$ cat src/rtl/byte_lookup_mem.sv
// byte_lookup_mem: flop-based lookup table with a zero-latency strobed read
// port, a hold register for the last read value, and a synchronous write port.
module byte_lookup_mem #(
  parameter int unsigned DATA_W        = 8,
  parameter int unsigned ADDR_W        = 8,
  parameter int unsigned DEPTH         = 256,
  parameter int unsigned INIT_IDENTITY = 1
) (
  input  logic              clk,
  input  logic              rst_n,
  input  logic              en,
  input  logic              wr,
  input  logic [ADDR_W-1:0] addr,
  input  logic              we,
  input  logic [DATA_W-1:0] wdata,
  output logic [DATA_W-1:0] data
);

  localparam int unsigned INIT_ID = (INIT_IDENTITY != 0) ? 1 : 0;

  logic [DATA_W-1:0] mem [DEPTH];
  logic [DATA_W-1:0] hold;
  logic              rd_act;
  logic              wr_act;
  logic [DATA_W-1:0] rd_word;

  assign rd_act  = en && wr;
  assign wr_act  = en && we;
  assign rd_word = mem[addr];

  // Storage: reset restores the init pattern; writes land at the rising edge.
  always_ff @(posedge clk or negedge rst_n) begin
    if (!rst_n) begin
      for (int unsigned i = 0; i < DEPTH; i++) begin
        mem[i] <= (INIT_ID == 1) ? DATA_W'(i) : '0;
      end
    end else if (wr_act) begin
      mem[addr] <= wdata;
    end
  end

  // Hold register: captures the pre-write word returned by each active read.
  always_ff @(posedge clk or negedge rst_n) begin
    if (!rst_n) begin
      hold <= '0;
    end else if (rd_act) begin
      hold <= rd_word;
    end
  end

  // Read mux: live word while strobed, otherwise the held value; 0 in reset.
  always_comb begin
    data = hold;
    if (!rst_n) begin
      data = '0;
    end else if (rd_act) begin
      data = rd_word;
    end
  end

endmodule

$ cat config.mk
export PLATFORM = sky130hd
export DESIGN_NAME = byte_lookup_mem
export DESIGN_NICKNAME = d
export VERILOG_FILES = /design/src/rtl/byte_lookup_mem.sv
export SDC_FILE = /design/constraint.sdc
export NUM_CORES = 2
export LEC_CHECK = 0
export BUFFER_PORTS_ARGS = -buffer_cell sky130_fd_sc_hd__buf_2
export CORE_MARGIN = 3
export CORE_UTILIZATION = 39
export DETAILED_ROUTE_END_ITERATION = 7
export HOLD_SLACK_MARGIN = 0.05
export SLEW_MARGIN = 20
export SYNTH_ARGS = -nofsm -noshare
export SYNTH_HDL_FRONTEND = slang
export SYNTH_SLANG_ARGS = --single-unit
$ cat constraint.sdc
create_clock -name clk -period 4.4 [get_ports clk]
set_input_delay 0.88 -clock clk [delete_from_list [all_inputs] [get_ports clk]]
set_output_delay 0.88 -clock clk [all_outputs]
set_load 0.1 [all_outputs]
# --- After elaboration in Yosys (flattened, before gate mapping) ---
# Cells that the tools add are included.
word_totals:
  in_bits: 21
  output_inout_bits: 8
  regBits: 2056
  latch_bits: 0
  mem_bits_ro: 0
  ramBits: 0
  n_memories: 0
classes:
  reduce_logical: 3
  mul: 0
  magnitude_cmp: 2
  bitwise: 1
  n_mux: 8
  n_addsub: 0
  div_mod_pow: 0
  shift: 0
  n_eq_ne: 0
op_table:
  columns: ["op", "n"]
  rows:
  - ["bitwise mux 2048 bit", 1]
  - ["binary-select mux 8 bit (select 8 bit)", 1]
  - ["demux 8 bit (select 8 bit)", 1]
  - ["2-to-1 mux 8 bit", 5]
  - [">= comparator 9 bit (second input constant)", 1]
  - ["less-than comparator 9 x 1 -> 1 bit (second input constant)", 1]
  - ["inverter 8 -> 9 bit", 1]
  - ["logical AND 1 bit", 3]

# --- Longest topological paths before layout ---
logic_depth:
  ltp_word: 6
  ltp_mapped: 14
  depth_no_buf: 7

# --- Worst setup path before layout ---
# No wires, ideal clock.
synth_path:
  path_kind: "input port to output port"
  from: "in addr[0]"
  to: "out data[7]"
  path_buffers: 6
  setup_slack_ns: -1.367
  stages: 13
  required_ns: 3.520
  t_arrival_ns: 4.887
  cell_sequence: "buf_6 > buf_12 > buf_12 > buf_8 > buf_8 > buf_8 > mux2i_1 > a221oi_1 > nor2_1 > o21ai_0 > a41oi_1 > o21a_1 > nor3b_1"
synth_between:
  elab_chain_cells: 6
synth_lines:
  columns: ["element", "line_no", "rtl"]
  rows:
  - ["start: declaration", "13", "input logic [ADDR_W-1:0] addr,"]
  - ["inverter 8 -> 9 bit (not written as such)", "29", "assign rd_word = mem[addr];"]
  - ["binary-select mux 8 bit (select 8 bit)", "29", null]
  - ["2-to-1 mux 8 bit (not written as such) (2 in series)", "29", null]
  - ["2-to-1 mux 8 bit", null, null]
  - ["2-to-1 mux 8 bit", "54", "if (!rst_n) begin"]
  - ["end: declaration", "16", "output logic [DATA_W-1:0] data"]
# Every way passes these cells. The select of a mux whose other input is x is not followed.

# --- Worst setup path in the final report ---
layout_path:
  from: "in addr[0]"
  to: "out data[4]"
# The elaborated chain is that of the path after synthesis.

==> run_results.csv <==
group,metric,value,unit
synthesis,syn_nets,6162,
synthesis,async_reset_ff_frac,1.000,
clock_network,htreeDepth,4,
setup_path,required,3.52,ns
floorplan,die_y,502.7,um
synthesis,synth_top_area_frac,0.2797,
final_layout,nFillCells,20980,
synthesis,synthTopCellsByArea,"dfstp_2 28%, dfrtp_1 27%, mux2_2 24%",
timing,fin_ws,-0.4879,ns
synthesis,syn_area,96200,um^2
min_path,hp-class,"register to register",
timing,fin_crit_sh,1.111,
synthesis,yosys.area.top_type,"dfstp_2",
grt,antenna_found_initial,11,
clock_network,clkLatencyLatePin,0.89,ns
placed_design,io_buffers,28,
timing,rsz0062_at_grt,"yes",
timing,worst_slew_pin_slew,1.134,ns
final_layout,nNetsFinal,6584,
timing,setup_viol,8,
floorplan,fp.dieW,502.7,um
power,leakage,0.04992,uW
synthesis,yosysSeqAreaShare,0.5481,
power,max-vdd-ir-drop,0.4322,mV
synthesis,synth_most_common_cell,"mux2_2",
synthesis,syn_area_per_cell,15.67,um^2
routing,ant_nets,0,
timing,hold_violations,0,
synthesis,netlist-cell-type-count,72,
placed_design,routabilityCongestion,0.8732,
synthesis,synth_edf_count,0,
timing,whs,0.4992,ns
routing,vias,57260,
timing,setup_tns,-3.235,ns
timing,finalClockSkew,0.05172,ns
power,power_density,375.7,nW/um^2
timing,relSlewSlack,0.2440,
setup_path,worstPathArrival,4.01,ns
setup_path,endpoint_kind,"output pin",
synthesis,ys_warn_count,0,
routing,via_per_inst,5.745,
floorplan,initial_core_util,0.3937,
synthesis,synthTopCellsByCount,"2,072 x mux2_2, 1,032 x dfrtp_1, 1,024 x dfstp_2",
timing,max_freq,204.6,MHz
routing,drt_pass1_iterations,7,
floorplan,std_cell_rows,181,
synthesis,ys_ff_latch,2056,
setup_path,crit_path_start_kind,"input port",
setup_path,crit_type,"input port to output pin",
final_layout,syn2layout_area_growth,17.70,%
clock_network,cts_root_buf,"clkbuf_16",
final_layout,design_area,113200,um^2
clock_network,clock-sinks,2056,
setup_path,cp_max_fo,6,
run,max_cap_viol_count,0,
routing,finalWirelength,292.8,mm
floorplan,io_pins,29,
grt,grt_start_max_net_pins,178,
clock_network,cts_tree,"done",
final_layout,drive_gt1_frac,0.7078,
clock_network,path_clk_slew,0.06,ns
min_path,hold_depth,1,
grt,grt_overflow,0,
routing,drc_errors,0,
synthesis,netlist_instances,6141,
status,outcome,"finished, violations left",
grt,track_usage,0.2311,
timing,final_max_slew_viol_count,0,
routing,dr.first_iter.drc_count,4295,
floorplan,fp.dieArea,252700,um^2
setup_path,r2r_cells,9,
clock_network,clock_path_buffers,3,
clock_network,cts_buffers,217,
floorplan,coreArea,244400,um^2
routing,drt-wirelength-per-cell,29.38,um
placed_design,placed_area,103600,um^2
grt,grt_pass1_wl,430.5,mm
placed_design,dp_hpwl,189.9,mm
timing,finalCriticalPeriod,4.888,ns
status,failed_checks,"setup timing",
synthesis,synthFlopType,"dfrtp_1",
grt,grt_pass1_vias,60180,
metal layers:
layer  global-route usage  up-vias  wire [um]
li1                     -    23860          -
met1               0.3255    31410     129700
met5                    0        -         59
met2               0.3568     1464     134100
met3              0.04179      518      17370
met4              0.08594        8      11610
per-stage QoR:
step | power [uW] | setup WS [ns] | util | instances
finish | 42540 | -0.4879 | 0.4634 | 9967
global route | 44010 | -0.4878 | 0.4634 | 9965
CTS | 42860 | -0.4963 | 0.4602 | 9919
detailed placement | 23510 | -1.399 | 0.4240 | 9451
global placement | 23430 | -1.362 | 0.4239 | 9451
floorplan | 21870 | -0.3845 | - | 6141
layout make-up:
type | instances | area, um^2 | share of cell area
Clock buffer | 339 | 6450 | 0.05696
Multi-Input combinational cell | 3621 | 41750 | 0.3687
Inverter | 8 | 35.03 | 0.0003094
Clock inverter | 77 | 1032 | 0.009116
Sequential cell | 2056 | 52730 | 0.4657
Timing Repair Buffer | 659 | 7218 | 0.06375
Antenna cell | 5 | 12.51 | 0.0001105
Tap cell | 3202 | 4006 | 0.03538
placed cells by master (no fill, tap or decap), types with 14 or more instances in the layout:
cell	synthesis	final
a21oi_1	19	14
a221oi_1	29	22
a22oi_1	95	91
buf_12	4	109
buf_16	0	23
buf_4	17	470
buf_6	40	21
bufinv_16	0	17
clkbuf_1	285	67
clkbuf_16	0	223
clkbuf_8	0	62
clkinv_2	0	43
dfrtp_1	1032	1032
dfstp_2	1024	1024
mux2_2	2072	2070
mux2i_1	299	286
mux4_2	433	434
nand2_1	192	181
nand3_1	63	59
nand4_1	16	16
nor2_1	86	80
nor2_2	101	103
nor2_4	19	23
registers in the layout, indices dropped and copies added (netlist names):
| name | count |
|---|---|
| hold | 8 |
| mem | 2048 |
cells by family after synthesis:
| kind of cell | share of synthesized area |
|---|---|
| DFF | 0.5481 |
| buffers and inverters | 0.02498 |
| muxes | 0.3758 |
| AOI/OAI and AO/OA | 0.01907 |
| and+or+nand+nor | 0.03201 |
report_power, final:
part,total (uW),internal [uW],switching [uW]
combinational,3550,1470,2080
sequential,19900,19600,251
clock,19100,11100,7980
critical path, cell delays in order:
cell and delay [ns]:
buf_16 0.14, buf_16 0.21, buf_12 0.17, mux4_2 0.51, mux4_2 0.52, a22o_1 0.26
a221oi_2 0.30, nand4_1 0.30, a31oi_1 0.26, buf_4 0.16, nor3b_4 0.07, buf_12 0.18
timing repair:
item,4_1_cts,5_1_grt
cloned,14,5
resized for setup,124,83
setup buffers,44,44
hold buffers,1,0
pin swaps,30,43
setup endpoints to repair,8,8
endpoints found under the hold margin,16,0
worst paths after layout:
| check | startpoint | end | slack [ns] |
|---|---|---|---|
| max | addr[0] | data[4] | -0.49 |
| min | mem[397]$_DFFE_PN0P_ | mem[397]$_DFFE_PN0P_ | 0.50 |
| max reg2reg | mem[1807]$_DFFE_PN0P_ | hold[7]$_DFF_PN0_ | 1.47 |
| min reg2reg | mem[397]$_DFFE_PN0P_ | mem[397]$_DFFE_PN0P_ | 0.50 |
| max in group asynchronous | rst_n | mem[1484]$_DFFE_PN0P_ | 1.77 |
| min in group asynchronous | rst_n | hold[2]$_DFF_PN0_ | 0.51 |
(Power assumes the default switching activity.)
